==> src/rtl/host_cmd_decoder_pkg.sv <==
// Shared definitions for the host command decoder: FSM states, opcodes and frame-shape helpers.
package host_cmd_decoder_pkg;

   typedef enum logic [1:0] {
      S_IDLE,
      S_PAYLOAD,
      S_TX_START,
      S_TX_WAIT
   } state_e;

   localparam logic [7:0] OP_TRIG_CH     = 8'h01;
   localparam logic [7:0] OP_TRIG_TYPE   = 8'h02;
   localparam logic [7:0] OP_CLK_DIV     = 8'h03;
   localparam logic [7:0] OP_PRECAP      = 8'h04;
   localparam logic [7:0] OP_ARM         = 8'h05;
   localparam logic [7:0] OP_STOP        = 8'h06;
   localparam logic [7:0] OP_READ_STATUS = 8'h07;

   // A rejected write answers with the bitwise inverse of the ACK byte.
   localparam logic [7:0] NAK_MASK = 8'hFF;

   function automatic logic op_valid(input logic [7:0] op);
      return (op >= OP_TRIG_CH) && (op <= OP_READ_STATUS);
   endfunction

   function automatic logic [1:0] payload_len(input logic [7:0] op);
      case (op)
         OP_TRIG_CH, OP_TRIG_TYPE: return 2'd1;
         OP_CLK_DIV, OP_PRECAP:    return 2'd2;
         default:                  return 2'd0;
      endcase
   endfunction

endpackage

==> src/rtl/host_cmd_decoder.sv <==
// Parses UART host frames into logic-analyzer configuration registers and control pulses,
// and answers every accepted command with a one-byte reply through the UART TX handshake.
module host_cmd_decoder
   import host_cmd_decoder_pkg::*;
#(
   parameter int         NUM_CH       = 8,
   parameter int         TIMEOUT_CLKS = 4340000,
   parameter logic [7:0] STATUS_ACK   = 8'hA5,
   localparam int        CH_W         = (NUM_CH > 1) ? $clog2(NUM_CH) : 1,
   localparam int        TO_W         = $clog2(TIMEOUT_CLKS)
) (
   input  logic            i_sys_clk,
   input  logic            i_rst,
   input  logic            i_Rx_DV,
   input  logic [7:0]      i_Rx_Byte,
   input  logic            i_Tx_Done,
   input  logic [7:0]      i_status,
   output logic            o_Tx_DV,
   output logic [7:0]      o_Tx_Byte,
   output logic [CH_W-1:0] o_trig_ch,
   output logic            o_trig_type,
   output logic [15:0]     o_clk_div,
   output logic [15:0]     o_precap,
   output logic            o_arm,
   output logic            o_stop
);

   state_e          state, state_n;
   logic [7:0]      op_q;
   logic [15:0]     shreg;
   logic            byte_cnt;
   logic [TO_W-1:0] to_cnt;
   logic [7:0]      reply_q;

   logic            load_op, shift, commit, expire, last_byte;
   logic [7:0]      cur_op;
   logic [15:0]     payload;

   // The final payload byte is combined live so the commit lands on the edge that samples it.
   assign payload   = {shreg[7:0], i_Rx_Byte};
   assign last_byte = (payload_len(op_q) == 2'd2) ? byte_cnt : 1'b1;
   assign expire    = (to_cnt == TO_W'(TIMEOUT_CLKS - 1));

   // NOTE: state registers use non-blocking assignments so every flop samples pre-edge values.
   always_ff @(posedge i_sys_clk or posedge i_rst) begin
      if (i_rst) state <= S_IDLE;
      else       state <= state_n;
   end

   // NOTE: every output of this block gets a default first, otherwise a latch is inferred.
   always_comb begin
      state_n = state;
      load_op = 1'b0;
      shift   = 1'b0;
      commit  = 1'b0;
      cur_op  = op_q;
      case (state)
         S_IDLE: begin
            cur_op = i_Rx_Byte;
            if (i_Rx_DV && op_valid(i_Rx_Byte)) begin
               load_op = 1'b1;
               if (payload_len(i_Rx_Byte) == 2'd0) begin
                  commit  = 1'b1;
                  state_n = S_TX_START;
               end else begin
                  state_n = S_PAYLOAD;
               end
            end
         end
         S_PAYLOAD: begin
            if (i_Rx_DV) begin
               shift = 1'b1;
               if (last_byte) begin
                  commit  = 1'b1;
                  state_n = S_TX_START;
               end
            end else if (expire) begin
               state_n = S_IDLE;
            end
         end
         S_TX_START: state_n = S_TX_WAIT;
         S_TX_WAIT:  if (i_Tx_Done) state_n = S_IDLE;
         default:    state_n = S_IDLE;
      endcase
   end

   always_ff @(posedge i_sys_clk or posedge i_rst) begin
      if (i_rst) begin
         op_q        <= 8'h00;
         shreg       <= 16'h0000;
         byte_cnt    <= 1'b0;
         to_cnt      <= '0;
         reply_q     <= 8'h00;
         o_Tx_DV     <= 1'b0;
         o_Tx_Byte   <= 8'h00;
         o_trig_ch   <= '0;
         o_trig_type <= 1'b1;
         o_clk_div   <= 16'd1;
         o_precap    <= 16'd0;
         o_arm       <= 1'b0;
         o_stop      <= 1'b0;
      end else begin
         o_Tx_DV <= 1'b0;
         o_arm   <= 1'b0;
         o_stop  <= 1'b0;

         if (load_op) begin
            op_q     <= i_Rx_Byte;
            byte_cnt <= 1'b0;
         end
         if (shift) begin
            shreg    <= payload;
            byte_cnt <= 1'b1;
         end

         if ((state == S_PAYLOAD) && !i_Rx_DV && !expire) to_cnt <= to_cnt + 1'b1;
         else                                             to_cnt <= '0;

         if (commit) begin
            reply_q <= STATUS_ACK;
            case (cur_op)
               OP_TRIG_CH: begin
                  if (int'(payload[7:0]) < NUM_CH) o_trig_ch <= payload[CH_W-1:0];
                  else                             reply_q   <= STATUS_ACK ^ NAK_MASK;
               end
               OP_TRIG_TYPE: o_trig_type <= payload[0];
               OP_CLK_DIV:   o_clk_div   <= (payload == 16'd0) ? 16'd1 : payload;
               OP_PRECAP:    o_precap    <= payload;
               OP_ARM:       o_arm       <= 1'b1;
               OP_STOP:      o_stop      <= 1'b1;
               default:      ;
            endcase
         end

         // The reply byte is captured once and then held for the whole transmission.
         if (state == S_TX_START) begin
            o_Tx_DV   <= 1'b1;
            o_Tx_Byte <= (op_q == OP_READ_STATUS) ? i_status : reply_q;
         end
      end
   end

endmodule

==> config.mk <==
export PLATFORM = sky130hd
export DESIGN_NAME = host_cmd_decoder
export DESIGN_NICKNAME = d
export VERILOG_FILES = /design/src/rtl/host_cmd_decoder_pkg.sv /design/src/rtl/host_cmd_decoder.sv
export SDC_FILE = /design/constraint.sdc
export NUM_CORES = 1
export LEC_CHECK = 0
export ABC_AREA = 1
export CAP_MARGIN = 20
export CORE_ASPECT_RATIO = 0.7
export CORE_MARGIN = 1
export CORE_UTILIZATION = 35
export DETAILED_ROUTE_END_ITERATION = 16
export PLACE_DENSITY = 0.63
export SETUP_SLACK_MARGIN = 0.2
export SLEW_MARGIN = 20
export SYNTH_ARGS = -nofsm -noshare
export SYNTH_HDL_FRONTEND = slang
export SYNTH_SLANG_ARGS = --single-unit
export TNS_END_PERCENT = 100
==> constraint.sdc <==
create_clock -name i_sys_clk -period 4.7 [get_ports i_sys_clk]
set_input_delay 0.94 -clock i_sys_clk [delete_from_list [all_inputs] [get_ports i_sys_clk]]
set_output_delay 0.94 -clock i_sys_clk [all_outputs]
set_load 0.01 [all_outputs]
After elaboration in Yosys (flattened, before gate mapping)
Index checks and enable logic that the tools add are counted.
- $add $sub $neg: 1
- magnitude comparators: 3
- equality and inequality tests: 24
- mux-type cells: 34
- reduce and logical (&&, ||, !) cells: 19
- operators with widths (operator ; number):
    equality test 8 x 2 -> 1 bit (second input constant) ; 6
    equality test 8 x 3 -> 1 bit (second input constant) ; 6
    2-to-1 mux 8 bit ; 4
    equality test 8 x 1 -> 1 bit (second input constant) ; 3
    adder 23 x 1 -> 23 bit (second input constant) ; 1
    equality test 23 bit (second input constant) ; 1
    2-to-1 mux 23 bit ; 1
    logical NOT 16 bit ; 1
    2-to-1 mux 1 bit ; 16
    2-to-1 mux 16 bit ; 1
    2-to-1 mux 2 bit ; 8
    >= comparator 8 x 1 -> 1 bit (second input constant) ; 1
    <= comparator 8 x 3 -> 1 bit (second input constant) ; 1
    less-than comparator 8 x 4 -> 1 bit (second input constant) ; 1
    one-hot mux 2 bit (2 select lines) ; 2
    one-hot mux 2 bit (4 select lines) ; 1
    OR reduction 2 bit ; 4
    equality test 2 bit (second input constant) ; 3
    inequality test 3 bit (second input constant) ; 2
    AND reduction 2 bit ; 3
    logical AND 1 bit ; 4
    logical NOT 2 bit ; 2
    inequality test 2 bit (second input constant) ; 2
    AND reduction 4 bit ; 1
    5 further kinds ; 6
- register bits after elaboration: 97
- output and inout port bits: 47
- word-level logic and storage cells: 95

Logic depth before layout (Yosys ltp)
Gate-level depths: netlist (run 1).
- word-level depth: 10
- gate-level depth with buffers: 11

Worst setup path before layout (run 1)
OpenSTA, ideal clock, no wires.
- path kind: input-to-reg
- start point: input port i_Rx_Byte[1]
- end point: register o_trig_ch[1]
- arrival: 2.087 ns
- setup slack: 2.496 ns
- stages on the path: 9
- path buffers: 2
- path through: clkbuf_1 -> nor2_1 -> a21oi_1 -> nand3_1 -> nand2_1 -> buf_2 -> nand3_1 -> nand2_1 -> nand2_1
- longest elaborated chain between the ends: 10
- RTL lines (element ; RTL line ; source):
    start, declared ; host_cmd_decoder.sv:15 ; input logic [7:0] i_Rx_Byte,
    equality test 8 x 2 -> 1 bit (tied with other cells) ; host_cmd_decoder_pkg.sv:27 ; case (op)
    OR reduction 2 bit ; host_cmd_decoder_pkg.sv:27 ;
    one-hot mux 2 bit (2 select lines) ; host_cmd_decoder_pkg.sv:27 ;
    2-to-1 mux 2 bit ; host_cmd_decoder.sv:60 ; if (i_Rx_DV && op_valid(i_Rx_Byte)) begin
    2-to-1 mux 2 bit ; host_cmd_decoder.sv:57 ; case (state)
    logical NOT 2 bit ; host_cmd_decoder.sv:62 ; if (payload_len(i_Rx_Byte) == 2'd0) begin
    2-to-1 mux 1 bit ; host_cmd_decoder.sv:62 ;
    2-to-1 mux 1 bit ; host_cmd_decoder.sv:60 ;
    one-hot mux 1 bit (2 select lines) ; host_cmd_decoder.sv:57 ;
    AND reduction 3 bit (no line) ; - ;
    end, declared ; host_cmd_decoder.sv:20 ; output logic [CH_W-1:0] o_trig_ch,
Several ways; a longest one is shown, not always the timed one. The select of a mux whose other input is x is not followed.
A chain may end at the register's enable or synchronous reset.

Worst setup path in the final report (run 1)
- start point: input port i_Rx_Byte[0]
- end point: register o_precap[6]
- longest elaborated chain between the ends: 10
- RTL lines (element ; RTL line ; source):
    equality test 8 x 2 -> 1 bit (tied with other cells) ; host_cmd_decoder_pkg.sv:27 ;
    OR reduction 2 bit ; host_cmd_decoder_pkg.sv:27 ;
    one-hot mux 2 bit (2 select lines) ; host_cmd_decoder_pkg.sv:27 ;
    2-to-1 mux 2 bit ; host_cmd_decoder.sv:60 ;
    2-to-1 mux 2 bit ; host_cmd_decoder.sv:57 ;
    logical NOT 2 bit ; host_cmd_decoder.sv:62 ;
    2-to-1 mux 1 bit ; host_cmd_decoder.sv:62 ;
    2-to-1 mux 1 bit ; host_cmd_decoder.sv:60 ;
    one-hot mux 1 bit (2 select lines) ; host_cmd_decoder.sv:57 ;
    AND reduction 2 bit (no line) (*) ; - ;
    end signal, assigned ; host_cmd_decoder.sv:128 ; OP_PRECAP: o_precap <= payload;
    end, declared ; host_cmd_decoder.sv:23 ; output logic [15:0] o_precap,
Mark *: on every way between the ends. The rest lies on a longest branch, timed or not. The select of a mux whose other input is x is not followed.

==> metrics.md, run 1 <==
| Metric | Value |
|---|---|
| Post-route insts no fill | 778 |
| Max H-tree Level | 3 |
| Cells after DPL | 762 |
| Die ar. | 12800 µm² |
| Cell Pwr Density | 413 nW/µm² |
| Num CTS Buffers | 9 |
| Initial antenna violation count | 0 |
| GRT Util Overall | 18.2% |
| Placeable Area | 11900 µm² |
| Slew margin rel. | 43.0% |
| Aggregate routed wire length | 11000 µm |
| Asr flop ratio synth | 100% |
| Syn_nets | 572 |
| Drt pass-1 iters | 5 |
| Hold WS | 474 ps |
| VDD IR-drop max | 0.264 mV |
| Cell with the most instances after synthesis | nand2_1 |
| Total power | 2.25 mW |
| Final setup fails | 0 |
| Post-synth top flop | dfrtp_1 |
| Area contributors post-synth | dfrtp_1, nand2_1, nand3_1 |
| Hold_buf cts | 0 |
| DRC | 0 |
| Vias in the first global route | 3555 |
| Syn Area/Cell | 7.86 µm² |
| Antenna cells | 0 |
| TritonCTS clock tree | done |
| MaxCap Viol Count | 0 |
| Synth Warn # | 0 |
| WS Path Type | in2reg |
| Die X | 135 µm |
| Global-route wire length before repair | 18200 µm |
| Fmax | 324 MHz |
| Die Height | 95.1 µm |
| Critical Path Sink Type | flip-flop |
| Leading area contributor after synthesis | dfrtp_1 |
| Drt first-iter violations | 286 |
| Number of cells produced by synthesis | 551 |
| Gp weighted congestion | 0.912 |
| CP max stage delay | 600 ps |
| CTS Buffer Depth | 2 |
| NumNets Final | 637 |
| Fin. Hold Viols | 0 |
| Clock period minus worst slack | 3080 ps |
| Initial cell density of the core | 36.4% |
| Clock root cell | clkbuf_16 |
| Placed standard-cell area | 5140 µm² |
| TNS Setup | 0 ps |
| FF/Latch Area | 2280 µm² |
| Most frequent cells after synthesis | nand2_1, dfrtp_1, nor2_1 |
| Proportion of layout cells with a drive suffix above 1 | 5.80% |
| WL/cell | 14.1 µm |
| Area Overhead vs Synth | 25.7% |
| Post-DRT Antenna Nets | 0 |
| Multi-input logic area | 1810 µm² |
| Pre-CTS WS | 1320 ps |
| Fin worst setup slack | 1620 ps |
| Buf/Inv on CP | 2 |
| FP Rows | 33 |
| Final slew viol count | 0 |
| Final Core Density | 45.8% |
| CP Data Arrival Time | 3310 ps |
| Worst-Skew Late Latency | 340 ps |
| Worst-path clk slew | 70 ps |
| Setup slack, reg-to-reg | 2000 ps |
| Critical path cell sequence | clkdlybuf4s50_1 > inv_1 > nand2_1 > o21ai_1 > nand2_1 > nor3_4 > nand2_2 > nand2_1 > nand2_1 |
| Post-cts gate resize count | 0 |
| Critical-path top delay cell | nor3_4 |
| Synth Cell Area | 4330 µm² |
| RSZ-0062 raised after global routing | no |
| Clk sink count | 91 |
| EDFF count, synth | 0 |
| Post-synthesis sequential area ratio | 52.6% |
| # IOs | 67 |
| Port Buffer Count | 66 |
| Vias per std cell | 4.95 |
| Design area | 5450 µm² |
| Critical Path Fanout Max | 17 |
| Status | completed |
| Final worst-path cycle share | 65.6% |
| Tightest Pin Transition | 852 ps |
| Delay-heaviest family, CP | simple AND/OR/NAND/NOR gates |
| DP HPWL | 8220 µm |
| Seq cells post-synth | 91 |
| Leak | 2.49 nW |
| Clk_skew | 7.39 ps |
| Total grt overflow | 0 |
| CP required | 4930 ps |
| Worst path most repeated cell | nand2_1 |
| CP Launch Type | input port |
| Synth unique cells | 27 |
| Synth top area share | 51.4% |
| Post-CTS Setup Bufs | 0 |
| Hold crit path type | reg2reg |
| FILL cells | 1168 |
| Vias | 3853 |
| Pin count of the biggest net entering global routing | 40 |
logic make-up (layout without fill, tap and decap cells):
| family | Yosys count | in the layout | share of synthesized area, % |
|---|---|---|---|
| compound gates | 31 | 31 | 3.81 |
| xor+xnor | 9 | 9 | 1.82 |
| fa+ha+maj | 1 | 1 | 0.289 |
| buf+inv | 60 | 130 | 5.83 |
| flops | 91 | 91 | 52.6 |
| simple gates | 359 | 359 | 35.6 |
path summary, 6_finish.rpt:
| check | startpoint | end | cells after the start |
|---|---|---|---|
| setup / recovery | i_Rx_Byte[0] | o_precap[6]$_DFFE_PP0P_ | 9 |
| min in group asynchronous | i_rst | o_arm$_DFF_PP0_ | 2 |
| max in group asynchronous | i_rst | o_Tx_Byte[4]$_DFFE_PP0P_ | 3 |
| hold reg to reg | o_clk_div[0]$_DFFE_PP1P_ | o_clk_div[0]$_DFFE_PP1P_ | 2 |
| setup reg to reg | op_q[4]$_DFFE_PP0P_ | o_precap[6]$_DFFE_PP0P_ | 8 |
| hold / removal | o_clk_div[0]$_DFFE_PP1P_ | o_clk_div[0]$_DFFE_PP1P_ | 2 |
sequential cells by signal, summed over array words and instances (netlist names):
signal       flops
o_arm            1
o_trig_type      1
o_Tx_DV          1
byte_cnt         1
o_precap        16
reply_q          2
o_trig_ch        3
op_q             8
to_cnt          23
o_Tx_Byte        8
o_clk_div       16
o_stop           1
state            2
shreg            8
report_power, final:
part           internal [mW]  total, mW  switching, mW  leakage, nW
clock network          0.418      0.731          0.313        0.144
registers              0.898       1.00          0.106         1.18
logic                  0.192      0.512          0.320         1.16
cells in the final DEF, fill, tap and decap left out, drive strengths merged, types with 2 or more instances in the layout:
| master | netlist | routed |
|---|---|---|
| clkbuf | 10 | 10 |
| nand4 | 18 | 18 |
| inv | 43 | 44 |
| o21ai | 19 | 19 |
| a31oi | 8 | 8 |
| a21oi | 4 | 4 |
| nand2 | 173 | 173 |
| dfrtp | 89 | 89 |
| nor2 | 86 | 86 |
| dfstp | 2 | 2 |
| xnor2 | 5 | 5 |
| nor3b | 2 | 2 |
| clkinv | 0 | 3 |
| xor2 | 4 | 4 |
| nand3 | 64 | 64 |
| buf | 7 | 5 |
| clkdlybuf4s50 | 0 | 66 |
| nor3 | 13 | 13 |
worst min-delay path: cells and delay by family (launching register included):
family,cells,cell delay [ps]
flip-flops,1,380
AND/OR/NAND/NOR,2,100
area by class of cell:
class                      instances  area share (%)
sequential                        91            41.9
multi-input combinational        400            33.2
inverter                          43            2.99
clock buffer                      10            4.20
timing repair buffer              71            12.8
tap                              157            3.61
clock inverter                     6            1.33
per-layer routing:
| layer | GRT usage (%) | share of wire, % | up-vias |
|---|---|---|---|
| met2 | 24.6 | 39 | 117 |
| li1 | - | - | 1902 |
| met5 | 0 | 0 | - |
| met1 | 29.2 | 54 | 1826 |
| met3 | 4.04 | 5.8 | 8 |
| met4 | 3.46 | 0.78 | 0 |
Note: power is estimated with default switching activity, not from simulation.
==> run 2: changes to the inputs <==
- PLACE_DENSITY: 0.63 -> 0.65
- clock period: 4.7 -> 2.8 ns (I/O delays scaled with it)
==> run 2 against run 1 <==
  * First-iteration DRC count rose by 16%
  * Wire length fell by 1.3%
  * Non-clock buffer count is 11 higher
  * Total power rose by 65%
  * Largest cell class unchanged
  * Clock-buffer cell count decreased by 1
  * Highest routed layer unchanged
  * Critical path depth is 1 lower
==> metrics.md, run 2 (synthesis gave the netlist of run 1 again) <==
| Metric | Value |
|---|---|
| Drt pass-1 iters | 5 (unchanged) |
| Clk_skew | 5.84 ps (-1.55 ps) |
| CP max stage delay | 620 ps (+20 ps) |
| Port Buffer Count | 66 (unchanged) |
| Critical path cell sequence | clkdlybuf4s50_1 > inv_1 > a21oi_1 > nand3_1 > nand2_1 > nand2_2 > nand2_1 > nand2_1 |
| Area Overhead vs Synth | 27.2% |
| Design area | 5510 µm² (+1.2%) |
| Critical Path Fanout Max | 16 (-1) |
| Drt first-iter violations | 333 (+16%) |
| Max reg flops | 23 (unchanged) |
| Commonest non-fill, non-tap cells in the layout | nand2_1, dfrtp_1, nor2_1 |
| Critical-path top delay cell | clkdlybuf4s50_1 |
| Hold WS | 464 ps (-10.0 ps) |
| Proportion of layout cells with a drive suffix above 1 | 7.13% (+1.3 points) |
| GRT Util Overall | 18.0% (-0.26 points) |
| CP required | 3020 ps (-1910 ps) |
| Multi-input logic area | 1800 µm² (-0.42%) |
| Comb power frac | 24.5% (+1.7 points) |
| CP Data Arrival Time | 2550 ps (-760 ps) |
| Final setup fails | 0 (unchanged) |
| Fmax | 431 MHz |
| Hold_buf cts | 0 (unchanged) |
| Fin. Hold Viols | 0 (unchanged) |
| Gp weighted congestion | 0.916 (+0.46%) |
| Worst setup startpoint | i_Rx_Byte[2] |
| CTS Buffer Depth | 2 (unchanged) |
| Pin count of the biggest net entering global routing | 92 (+130%) |
| Die Height | 95.1 µm (unchanged) |
| Power share of the clock group | 30.2% (-2.3 points) |
| Clk sink count | 91 (unchanged) |
| VDD IR-drop max | 0.373 mV (+41%) |
| Initial antenna violation count | 0 (unchanged) |
| Pre-CTS WS | 159 ps (-1160 ps) |
| Slew margin rel. | 67.3% (+24 points) |
| Final slew viol count | 0 (unchanged) |
| Die ar. | 12800 µm² (unchanged) |
| Final Core Density | 46.3% (+0.55 points) |
| Post-cts gate resize count | 0 (unchanged) |
| Total power | 3.71 mW (+65%) |
| Status | completed |
| Vias per std cell | 4.94 (-0.35%) |
| Num CTS Buffers | 9 (unchanged) |
| Final worst-path cycle share | 82.9% |
| Placeable Area | 11900 µm² (unchanged) |
| Hold crit path type | reg2reg |
| Vias | 3889 (+0.93%) |
| Biggest register | to_cnt |
| FILL cells | 1150 (-1.5%) |
| Largest registers | to_cnt: 23 flops, o_clk_div: 16 flops, o_precap: 16 flops |
| FP Rows | 33 (unchanged) |
| Internal power | 2.47 mW (+64%) |
| Initial cell density of the core | 36.4% (unchanged) |
| Antenna cells | 0 (unchanged) |
| WS Path Type | in2reg |
| CP Launch Type | input port |
| Fin worst setup slack | 479 ps (-1140 ps) |
| Worst-path clk slew | 70 ps (about the same) |
| TritonCTS clock tree | done |
| Global-route wire length before repair | 17900 µm (-1.6%) |
| MaxCap Viol Count | 0 (unchanged) |
| Leak | 2.53 nW (+1.8%) |
| Post-CTS Setup Bufs | 0 (unchanged) |
| FF/Latch Area | 2280 µm² (unchanged) |
| WL/cell | 13.7 µm (-2.6%) |
| RSZ-0062 raised after global routing | no |
| Vias in the first global route | 3548 (-0.20%) |
| Cells after DPL | 773 (+1.4%) |
| Clock period minus worst slack | 2320 ps |
| Clock root cell | clkbuf_16 |
| Cell Pwr Density | 673 nW/µm² (+63%) |
| # IOs | 67 (unchanged) |
| Post-DRT Antenna Nets | 0 (unchanged) |
| Critical Path Sink Type | flip-flop |
| Reg power frac | 45.2% (+0.5 points) |
| TNS Setup | 0 ps (unchanged) |
| R2r startpoint | to_cnt[0]$_DFF_PP0_ |
| Worst-Skew Late Latency | 330 ps (about the same) |
| Switch share | 33.5% (+0.59 points) |
| NumNets Final | 648 (+1.7%) |
| Max H-tree Level | 3 (unchanged) |
| Worst path most repeated cell | nand2_1 |
| Commonest non-fill, non-tap cell in the layout | nand2_1 |
| Die X | 135 µm (unchanged) |
| Total grt overflow | 0 (unchanged) |
| DP HPWL | 8060 µm (-2.0%) |
| Aggregate routed wire length | 10800 µm (-1.3%) |
| Switching power | 1.24 mW (+68%) |
| Hold_sp | o_clk_div[0]$_DFFE_PP1P_ |
| Post-route insts no fill | 788 (+1.3%) |
| Tightest Pin Transition | 491 ps (-362 ps) |
| DRC | 0 (unchanged) |
| Placed standard-cell area | 5230 µm² (+1.9%) |
==> run 2: layer usage <==
metal  wire length, µm  vias to the layer above  GRT usage [%]
met5                 0                        -              0
li1                  -                     1928              -
met4                99                        0           3.46
met2              4270                      128           24.3
met3               797                       11           4.09
met1              5660                     1822           28.6
==> run 2: power by group through the flow <==
| stage | logic, mW | registers [mW] | clock network, mW |
|---|---|---|---|
| 2_1_floorplan | 0.552 | 1.68 | 0 |
| 3_3_place_gp | 0.880 | 1.69 | 0 |
| 3_5_place_dp | 0.903 | 1.70 | 0 |
| 4_1_cts | 0.909 | 1.68 | 1.16 |
| 5_1_grt | 1.02 | 1.70 | 1.22 |
| 6_report | 0.911 | 1.68 | 1.12 |
==> run 2: path summary, 6_finish.rpt <==
| path | end | depth (start not counted) | slack [ps] |
|---|---|---|---|
| setup / recovery | o_precap[7]$_DFFE_PP0P_ | 8 | 480 |
| hold / removal | o_clk_div[0]$_DFFE_PP1P_ | 2 | 460 |
| setup reg to reg | to_cnt[7]$_DFF_PP0_ | 9 | 650 |
| hold reg to reg | o_clk_div[0]$_DFFE_PP1P_ | 2 | 460 |
| max in group asynchronous | o_clk_div[0]$_DFFE_PP1P_ | 3 | 1700 |
| min in group asynchronous | to_cnt[20]$_DFF_PP0_ | 3 | 700 |
==> run 2: worst max-delay path: cells and delay by family <==
| family | cells | cell delay [ps] |
|---|---|---|
| AOI/OAI and AO/OA | 1 | 210 |
| buffers and inverters | 2 | 760 |
| and+or+nand+nor | 5 | 990 |
==> run 2: cell type report <==
| type | instances | share of cell area [%] |
|---|---|---|
| Clock buffer | 9 | 4.09 |
| Inverter | 43 | 3.00 |
| Tap cell | 157 | 3.56 |
| Multi-Input combinational cell | 400 | 32.7 |
| Clock inverter | 6 | 0.931 |
| Sequential cell | 91 | 41.4 |
| Timing Repair Buffer | 82 | 14.4 |
